## src/rtl/div_pkg.sv

```systemverilog
// Shared types and constants for the divider launch controller.
package div_pkg;
    localparam int DIV_W  = 32;
    localparam int DIV_LW = 5;
    localparam logic [DIV_W-1:0] DIV_ZERO_Q = 32'hFFFF_FFFF;

    typedef enum logic [2:0] {
        IDLE,
        SCAN,
        LAUNCH,
        WAIT,
        RESP
    } div_launch_state_t;
endpackage

```

## src/rtl/div_launch_ctrl_if.sv

```systemverilog
// Operand intake, divider launch/completion and result port of div_launch_ctrl.
interface div_launch_ctrl_if;
    import div_pkg::*;

    logic              in_valid;
    logic              in_ready;
    logic [DIV_W-1:0]  in_dividend;
    logic [DIV_W-1:0]  in_divisor;
    logic              div_start;
    logic [DIV_W-1:0]  div_dividend;
    logic [DIV_W-1:0]  div_divisor;
    logic [DIV_LW-1:0] div_m;
    logic [DIV_LW-1:0] div_n;
    logic              div_done;
    logic [DIV_W-1:0]  div_quotient;
    logic [DIV_W-1:0]  div_rem;
    logic              out_valid;
    logic              out_ready;
    logic [DIV_W-1:0]  out_quotient;
    logic [DIV_W-1:0]  out_rem;
    logic              div_by_zero;
    logic              range_err;

    // Controller side
    modport slave (
        input  in_valid, in_dividend, in_divisor, div_done, div_quotient, div_rem, out_ready,
        output in_ready, div_start, div_dividend, div_divisor, div_m, div_n,
               out_valid, out_quotient, out_rem, div_by_zero, range_err
    );

    // Environment side: operand producer, divider and result consumer
    modport master (
        output in_valid, in_dividend, in_divisor, div_done, div_quotient, div_rem, out_ready,
        input  in_ready, div_start, div_dividend, div_divisor, div_m, div_n,
               out_valid, out_quotient, out_rem, div_by_zero, range_err
    );
endinterface

```

## src/rtl/div_launch_ctrl_msb_scan.sv

```systemverilog
// Leading-one finder: shifts a working copy left until bit 31 is set,
// decrementing the bit index from 31 on each shift.
module msb_scan
    import div_pkg::*;
(
    input  logic              clk,
    input  logic              rst,
    input  logic              load,
    input  logic              step,
    input  logic [DIV_W-1:0]  din,
    output logic              found,
    output logic [DIV_LW-1:0] idx
);
    logic [DIV_W-1:0]  work_q, work_d;
    logic [DIV_LW-1:0] idx_q, idx_d;

    assign found = work_q[DIV_W-1];
    assign idx   = idx_q;

    always_comb begin
        work_d = work_q;
        idx_d  = idx_q;
        if (load) begin
            work_d = din;
            idx_d  = '1;
        end else if (step && !found) begin
            work_d = work_q << 1;
            idx_d  = idx_q - DIV_LW'(1);
        end
    end

    always_ff @(posedge clk) begin
        if (rst) begin
            work_q <= '0;
            idx_q  <= '0;
        end else begin
            work_q <= work_d;
            idx_q  <= idx_d;
        end
    end
endmodule

```

## src/rtl/div_launch_ctrl.sv

```systemverilog
// Front end for the sequential divider: screens special cases, finds operand
// MSB positions, launches the divider and holds its result for the consumer.
module div_launch_ctrl
    import div_pkg::*;
#(
    parameter int W  = DIV_W,
    parameter int LW = DIV_LW
) (
    input logic clk,
    input logic rst,
    div_launch_ctrl_if.slave bus
);
    div_launch_state_t state_q, state_d;
    logic [W-1:0]  dvd_q, dvd_d, dvs_q, dvs_d;
    logic [W-1:0]  quo_q, quo_d, rem_q, rem_d;
    logic          dbz_q, dbz_d, rerr_q, rerr_d;
    logic          scan_load, scan_step;
    logic          m_found, n_found;
    logic [LW-1:0] m_idx, n_idx;

    msb_scan u_scan_m (
        .clk(clk), .rst(rst), .load(scan_load), .step(scan_step),
        .din(bus.in_dividend), .found(m_found), .idx(m_idx)
    );

    msb_scan u_scan_n (
        .clk(clk), .rst(rst), .load(scan_load), .step(scan_step),
        .din(bus.in_divisor), .found(n_found), .idx(n_idx)
    );

    always_comb begin
        state_d   = state_q;
        dvd_d     = dvd_q;
        dvs_d     = dvs_q;
        quo_d     = quo_q;
        rem_d     = rem_q;
        dbz_d     = dbz_q;
        rerr_d    = rerr_q;
        scan_load = 1'b0;
        scan_step = 1'b0;
        case (state_q)
            IDLE: begin
                if (bus.in_valid) begin
                    dvd_d     = bus.in_dividend;
                    dvs_d     = bus.in_divisor;
                    scan_load = 1'b1;
                    // Screening order matters: zero divisor outranks range error
                    if (bus.in_divisor == '0) begin
                        dbz_d   = 1'b1;
                        quo_d   = DIV_ZERO_Q;
                        rem_d   = bus.in_dividend;
                        state_d = RESP;
                    end else if (bus.in_dividend[W-1]) begin
                        rerr_d  = 1'b1;
                        quo_d   = '0;
                        rem_d   = bus.in_dividend;
                        state_d = RESP;
                    end else if (bus.in_dividend < bus.in_divisor) begin
                        quo_d   = '0;
                        rem_d   = bus.in_dividend;
                        state_d = RESP;
                    end else begin
                        state_d = SCAN;
                    end
                end
            end
            SCAN: begin
                scan_step = 1'b1;
                if (m_found && n_found) state_d = LAUNCH;
            end
            LAUNCH: state_d = WAIT;
            WAIT: begin
                if (bus.div_done) begin
                    quo_d   = bus.div_quotient;
                    rem_d   = bus.div_rem;
                    state_d = RESP;
                end
            end
            RESP: begin
                if (bus.out_ready) begin
                    dbz_d   = 1'b0;
                    rerr_d  = 1'b0;
                    state_d = IDLE;
                end
            end
            default: state_d = IDLE;
        endcase
    end

    always_ff @(posedge clk) begin
        if (rst) begin
            state_q <= IDLE;
            dvd_q   <= '0;
            dvs_q   <= '0;
            quo_q   <= '0;
            rem_q   <= '0;
            dbz_q   <= 1'b0;
            rerr_q  <= 1'b0;
        end else begin
            state_q <= state_d;
            dvd_q   <= dvd_d;
            dvs_q   <= dvs_d;
            quo_q   <= quo_d;
            rem_q   <= rem_d;
            dbz_q   <= dbz_d;
            rerr_q  <= rerr_d;
        end
    end

    assign bus.in_ready     = (state_q == IDLE);
    assign bus.div_start    = (state_q == LAUNCH);
    assign bus.div_dividend = dvd_q;
    assign bus.div_divisor  = dvs_q;
    assign bus.div_m        = m_idx;
    assign bus.div_n        = n_idx;
    assign bus.out_valid    = (state_q == RESP);
    assign bus.out_quotient = quo_q;
    assign bus.out_rem      = rem_q;
    assign bus.div_by_zero  = dbz_q;
    assign bus.range_err    = rerr_q;
endmodule

```

## src/flat_wrapper.sv

```systemverilog
// flat-port wrapper written by rule: the top's interface ports become plain ports
module div_launch_ctrl_flat import div_pkg::*;
#(
    parameter int W  = DIV_W,
    parameter int LW = DIV_LW
)
  (clk, rst, bus_in_valid, bus_in_dividend, bus_in_divisor, bus_div_done, bus_div_quotient, bus_div_rem, bus_out_ready, bus_in_ready, bus_div_start, bus_div_dividend, bus_div_divisor, bus_div_m, bus_div_n, bus_out_valid, bus_out_quotient, bus_out_rem, bus_div_by_zero, bus_range_err);
  div_launch_ctrl_if bus_i ();
  input logic clk;
  input logic rst;
  input wire logic [$bits(bus_i.in_valid)-1:0] bus_in_valid;
  input wire logic [$bits(bus_i.in_dividend)-1:0] bus_in_dividend;
  input wire logic [$bits(bus_i.in_divisor)-1:0] bus_in_divisor;
  input wire logic [$bits(bus_i.div_done)-1:0] bus_div_done;
  input wire logic [$bits(bus_i.div_quotient)-1:0] bus_div_quotient;
  input wire logic [$bits(bus_i.div_rem)-1:0] bus_div_rem;
  input wire logic [$bits(bus_i.out_ready)-1:0] bus_out_ready;
  output wire logic [$bits(bus_i.in_ready)-1:0] bus_in_ready;
  output wire logic [$bits(bus_i.div_start)-1:0] bus_div_start;
  output wire logic [$bits(bus_i.div_dividend)-1:0] bus_div_dividend;
  output wire logic [$bits(bus_i.div_divisor)-1:0] bus_div_divisor;
  output wire logic [$bits(bus_i.div_m)-1:0] bus_div_m;
  output wire logic [$bits(bus_i.div_n)-1:0] bus_div_n;
  output wire logic [$bits(bus_i.out_valid)-1:0] bus_out_valid;
  output wire logic [$bits(bus_i.out_quotient)-1:0] bus_out_quotient;
  output wire logic [$bits(bus_i.out_rem)-1:0] bus_out_rem;
  output wire logic [$bits(bus_i.div_by_zero)-1:0] bus_div_by_zero;
  output wire logic [$bits(bus_i.range_err)-1:0] bus_range_err;
  assign bus_i.in_valid = bus_in_valid;
  assign bus_i.in_dividend = bus_in_dividend;
  assign bus_i.in_divisor = bus_in_divisor;
  assign bus_i.div_done = bus_div_done;
  assign bus_i.div_quotient = bus_div_quotient;
  assign bus_i.div_rem = bus_div_rem;
  assign bus_i.out_ready = bus_out_ready;
  assign bus_in_ready = bus_i.in_ready;
  assign bus_div_start = bus_i.div_start;
  assign bus_div_dividend = bus_i.div_dividend;
  assign bus_div_divisor = bus_i.div_divisor;
  assign bus_div_m = bus_i.div_m;
  assign bus_div_n = bus_i.div_n;
  assign bus_out_valid = bus_i.out_valid;
  assign bus_out_quotient = bus_i.out_quotient;
  assign bus_out_rem = bus_i.out_rem;
  assign bus_div_by_zero = bus_i.div_by_zero;
  assign bus_range_err = bus_i.range_err;
  div_launch_ctrl #(.W(W), .LW(LW)) u_core (.clk(clk), .rst(rst), .bus(bus_i));
endmodule
```

## config.mk

```make
export PLATFORM = sky130hd
export DESIGN_NAME = div_launch_ctrl_flat
export DESIGN_NICKNAME = d
export VERILOG_FILES = /design/src/rtl/div_pkg.sv /design/src/rtl/div_launch_ctrl_if.sv /design/src/rtl/div_launch_ctrl_msb_scan.sv /design/src/rtl/div_launch_ctrl.sv /design/src/flat_wrapper.sv
export SDC_FILE = /design/constraint.sdc
export NUM_CORES = 1
export LEC_CHECK = 0
export ABC_AREA = 1
export CORE_MARGIN = 2
export CORE_UTILIZATION = 40
export DETAILED_ROUTE_END_ITERATION = 12
export GPL_ROUTABILITY_DRIVEN = 0
export PLACE_DENSITY = 0.67
export SLEW_MARGIN = 10
export SYNTH_ARGS = -nofsm -noshare
export SYNTH_HDL_FRONTEND = slang
export SYNTH_SLANG_ARGS = --single-unit
```

## constraint.sdc

```tcl
create_clock -name clk -period 2.73 [get_ports clk]
set_clock_uncertainty 0.2 [all_clocks]
set_input_delay 0.273 -clock clk [delete_from_list [all_inputs] [get_ports clk]]
set_output_delay 0.273 -clock clk [all_outputs]
set_load 0.01 [all_outputs]
```

### Word-level counts from Yosys, hierarchy flattened

Cells that the tools add are included.

| storage, ports and cells | value |
|---|---|
| bits in registers | 207 |
| input bits | 133 |
| output and inout port bits | 143 |

| operators by class | value |
|---|---|
| $add $sub $neg | 2 |
| $lt $le $gt $ge | 1 |
| equal/unequal tests | 12 |
| muxes and demuxes | 39 |
| reductions and logical operators | 16 |

Operator list:

| kind | number |
|---|---|
| two-way mux 32 bit | 14 |
| case mux 32 bit (2 select lines) | 2 |
| zero test 32 bit | 1 |
| less-than comparator 32 bit | 1 |
| two-way mux 3 bit | 7 |
| two-way mux 5 bit | 4 |
| case mux 3 bit (5 select lines) | 1 |
| AND reduction 4 bit | 3 |
| != test 2 bit (second input constant) | 5 |
| subtractor 5 x 1 -> 5 bit (second input constant) | 2 |
| two-way mux 1 bit | 9 |
| nonzero test 2 bit | 4 |
| equality test 3 x 2 -> 1 bit (second input constant) | 2 |
| AND reduction 5 bit | 1 |
| != test 2 x 1 -> 1 bit (second input constant) | 2 |
| != test 4 x 2 -> 1 bit (second input constant) | 1 |
| case mux 1 bit (2 select lines) | 2 |
| equality test 3 x 1 -> 1 bit (second input constant) | 1 |
| equality test 3 bit (second input constant) | 1 |
| logical AND 1 bit | 3 |
| zero test 3 bit | 1 |
| zero test 1 bit | 2 |
| AND reduction 2 bit | 1 |

### Longest topological paths before layout

Gate-level depths: netlist of run 1.

| logic depth | value |
|---|---|
| depth after elaboration | 6 |
| depth in mapped cells | 19 |
| depth with buffers taken out | 17 |

### Cells and area by module

Synthesis of run 1 repeated with hierarchy kept, for this count alone.

| second synthesis, totals | value |
|---|---|
| cell total of the unflattened synthesis | 1430 |
| area total of the unflattened synthesis | 9889.5 sq um |

By module, submodules not included:

| module | times used | cells each | area each (sq um) | sequential area each (sq um) |
|---|---|---|---|---|
| div_launch_ctrl | 1 | 960 | 6528.8 | 2662.6 |
| msb_scan | 2 | 235 | 1680.4 | 740.7 |

### Least setup slack after synthesis of run 1

Ideal clock, no wire load.

| timing | value |
|---|---|
| kind | in2reg |
| start | input bus_in_divisor[5] |
| end | register u_core.quo_q[30], in the netlist u_core.bus.out_quotient[30] |
| data arrival time | 1.696 ns |
| slack | 0.719 ns |
| stages on the path | 16 |
| path buffers | 2 |
| path through | inv_1 > ha_1 > a21oi_1 > nor2_1 > nor3_1 > nand2_1 > nand2_1 > nand2_1 > nand2_1 > nand2_1 > nand3_2 > buf_2 > buf_2 > nand3_1 > nand2_1 > nor2_1 |

| between the ends | value |
|---|---|
| cells in the longest elaborated chain, start to end | 4 |
| elaborated cells on any way between the ends | 7 |

RTL lines:

| what | RTL line | text |
|---|---|---|
| from (decl) | flat_wrapper.sv:13 | `input wire logic [$bits(bus_i.in_divisor)-1:0] bus_in_divisor;` |
| parallel branches: the longest is 4 deep, another holds less-than comparator 32 bit | -- |  |
| to (signal assigned) | div_launch_ctrl.sv:103 | `quo_q <= quo_d;` |
| to (decl) | div_launch_ctrl.sv:15 | `logic [W-1:0] quo_q, quo_d, rem_q, rem_d;` |

Parallel ways; which one is timed is not known. The select of a mux whose other input is x is not followed.
A chain may end at the register's enable or synchronous reset.

### Worst setup path in the final report of run 1

| timing | value |
|---|---|
| start | register u_core.state_q[0] |
| end | output bus_in_ready |

| between the ends | value |
|---|---|
| cells in the longest elaborated chain, start to end | 1 |

RTL lines:

| what | RTL line | text |
|---|---|---|
| from (decl) | div_launch_ctrl.sv:13 | `div_launch_state_t state_q, state_d;` |
| from (signal assigned) | div_launch_ctrl.sv:100 | `state_q <= state_d;` |
| zero test 3 bit | div_launch_ctrl.sv:110 | `assign bus.in_ready = (state_q == IDLE);` |
| to (decl) | flat_wrapper.sv:18 | `output wire logic [$bits(bus_i.in_ready)-1:0] bus_in_ready;` |

Every way passes these cells.

==> results.yml, run 1 <==
timing:
  period_share_pct: 86.4
  setup_viol: 0
  rsz0062_at_grt: "false"
  fin_crit_ns: 2.36
  tightest_slew_ns: 0.615
  maxSlewHeadroom_pct: 58.9
  hold_viol: 0
  hold_ws_ns: 0.0893
  fmax_mhz: 424
  slew_violations: 0
global_route:
  grt_first_pass_wirelength_mm: 48.5
  grt.total_usage_pct: 24.9
  antenna_found_initial: 2
  grt-ovfl-total: 0
  grt_max_degree: 113
  grt_pass1_vias: 8975
power:
  p_clk_share_pct: 24.3
  p_sw_mw: 4.19
  vdd.ir_drop.worst_v: 0.000458
  powerDensity_mw_per_mm2: 863
  leakage_nw: 5.89
  switching_share_pct: 36.1
  p_seq_share_pct: 36.1
  p_int_mw: 7.40
  p_comb_share_pct: 39.7
hold_path:
  hold_start: "rst"
  holdCritPathClass: "input port to flip-flop"
  min_to: "u_core.bus.div_dividend[0]$_SDFFE_PP0P_"
  whs_path_depth: 3
logic_synthesis:
  yosys.cell_types.count: 30
  yosysMostFrequentCell: "nand2_1"
  synthCells: 1367
  synthDominantCellAreaShare_pct: 44.1
  synth_fp_nets: 1533
  ys_async_sr_fraction_pct: 0
  synth-main-ff-cell: "dfxtp_1"
  ys.warnings.count: 0
  yosys.area.top_type: "dfxtp_1"
  syn-cell-area_sq_mm: 0.00940
  netlist_top_cells_count: "nand2_1, dfxtp_1, a21oi_1"
  syn_avg_cell_area_sq_um: 6.88
  seq_area_frac_synth_pct: 44.1
  ys_ff_latch: 207
  synth_enable_flop_cells: 0
  synth.area.top_cells: "dfxtp_1, nand2_1, a21oi_1"
floorplan:
  dieWidth_um: 157
  row_count: 56
  boundaryPins: 276
  die_h_um: 157
  die_area_sq_mm: 0.0247
  initial_core_util_pct: 40.4
  core_area_sq_mm: 0.0233
worst_setup_path:
  critPathRequiredTime_ns: 2.26
  worst-path-buf-inv: 2
  cp_top_family: "buffers and inverters"
  r2r-end: "u_core.bus.out_rem[8]$_SDFFE_PP0P_"
  critPathMaxFanout: 4
  cp_slowest_cell: "clkdlybuf4s50_1"
  cp.arrival_ns: 1.88
  max_stage_delay_ns: 0.60
  startpoint_type: "flip-flop"
  r2r_start: "u_core.state_q[0]$_SDFFE_PP0P_"
  startpoint: "u_core.state_q[0]$_SDFFE_PP0P_"
  r2r_slack_ns: 0.45
  crit_chain: "nor2_1, nand2_1, inv_1, clkdlybuf4s50_1"
  worst-setup-path-type: "flip-flop to output pin"
  crit_path_end_kind: "output pin"
  rr_worst_depth: 10
clock_network:
  cts.path.max_buffers: 3
  cts_setup_buffers: 0
  cts_resized: 0
  cts_inserted_buffers: 23
  cts_sinks: 207
  htree_num_levels: 1
  cts_hold_buffers: 0
  cts_tree: "built"
  root_buffer: "clkbuf_16"
  clkTransAtPathRegs_ns: 0.06
  clkLatencyLatePin_ns: 0.51
final_layout:
  area_growth_pct: 42.7
  drive_gt1_share_pct: 6.52
  fin_util_pct: 57.7
  nets: 1814
  instances_no_fill: 1977
  finish.instance_area_sq_mm: 0.0134
routing:
  drt-vias-per-instance: 4.94
  routedWlPerCell_um: 16.2
  final_antenna_net_count: 0
  drt_iter0_markers: 671
  routed_wl_mm: 31.9
  via_count: 9774
  drt-pass1-iter-count: 5
  drc: 0
run_status:
  status: "complete, no violations"
place:
  dp.cells: 1942
  place_area_sq_mm: 0.0128
  port_buffers: 275
  dpl.hpwl_mm: 23.3
job:
  maxCapViolations: 0
==> how the worst max path moves through the flow <==
stage	end	slack, ns	cells past startpoint
floorplan	u_core.bus.out_quotient[30]$_SDFFE_PP0P_	0.72	16
global placement	u_core.bus.out_rem[22]$_SDFFE_PP0P_	-0.05	15
detailed placement	u_core.bus.out_rem[20]$_SDFFE_PP0P_	-0.09	15
CTS	bus_in_ready	0.40	4
global route	u_core.bus.out_rem[16]$_SDFFE_PP0P_	0.12	17
finish	bus_in_ready	0.37	4
==> layout make-up <==
cell class	instances	area, sq um
fillers	2232	9850
clock inverters	1	8.76
clock buffers	33	643
diodes	1	2.50
multi-input cells	947	4410
inverters	133	500
flip-flops and latches	207	4140
repair buffers	336	3310
well taps	319	399
==> cells by family (layout without fill, tap and decap cells) <==
family / Yosys count / count (layout) / synth area share (%)
AND/OR/NAND/NOR: 684 / 684 / 28.7
AO/OA/AOI/OAI: 230 / 230 / 13.6
adder cells (fa/ha/maj): 33 / 33 / 4.39
other: 0 / 1 / 0
buffers and inverters: 213 / 503 / 9.22
flip-flops: 207 / 207 / 44.1
==> stage by stage <==
step,power [mW],setup TNS [ns],setup slack (ns)
floorplan,6.73,0,0.719
global placement,8.72,-1.30,-0.0521
detailed placement,8.81,-2.58,-0.0937
CTS,11.6,0,0.401
global route,12.3,0,0.118
finish,11.6,0,0.372
==> registers in the layout, summed over array words and instances (netlist names) <==
| register | count |
|---|---|
| u_core.bus.div_by_zero | 1 |
| u_core.bus.div_dividend | 32 |
| u_core.bus.div_divisor | 32 |
| u_core.bus.out_quotient | 32 |
| u_core.bus.out_rem | 32 |
| u_core.bus.range_err | 1 |
| u_core.state_q | 3 |
| u_core.u_scan_m.idx | 5 |
| u_core.u_scan_m.work_q | 32 |
| u_core.u_scan_n.idx | 5 |
| u_core.u_scan_n.work_q | 32 |
==> power groups by stage <==
stage	Sequential (mW)	Clock, mW	Combinational (mW)
after global placement	4.22	0	4.50
after floorplan	4.40	0	2.33
final	4.18	2.81	4.60
after detailed placement	4.23	0	4.58
after CTS	4.18	2.86	4.61
after global routing	4.26	2.97	5.07
==> tightest hold or removal path, cell delays in order <==
cell and delay (ns):
buf_4 0.13, buf_12 0.18, a21oi_1 0.15
==> layer usage <==
layer,share of wire [%],GRT usage [%]
met1,45,34.6
met2,45,39.9
met3,8.2,4.27
met4,2.3,6.62
met5,0.034,0
==> placed cells by master, fill, tap and decap left out, types with 7 or more instances in the layout <==
master           count
nand2_1            492
nand3_1             47
o211ai_1            16
a31oi_1             37
buf_12               8
inv_1              126
buf_4               54
dfxtp_1            207
clkdlybuf4s50_1    274
clkbuf_1             7
o21ai_0             10
nor2_1             119
ha_1                33
clkbuf_16           23
a21oi_1            158
Note: power is estimated with default switching activity, not from simulation.
==> inputs of run 2 (changes only) <==
- CAP_MARGIN: default -> 10
==> results of run 2 <==
The final DEF is identical to that of run 1; final timing and power are the same.
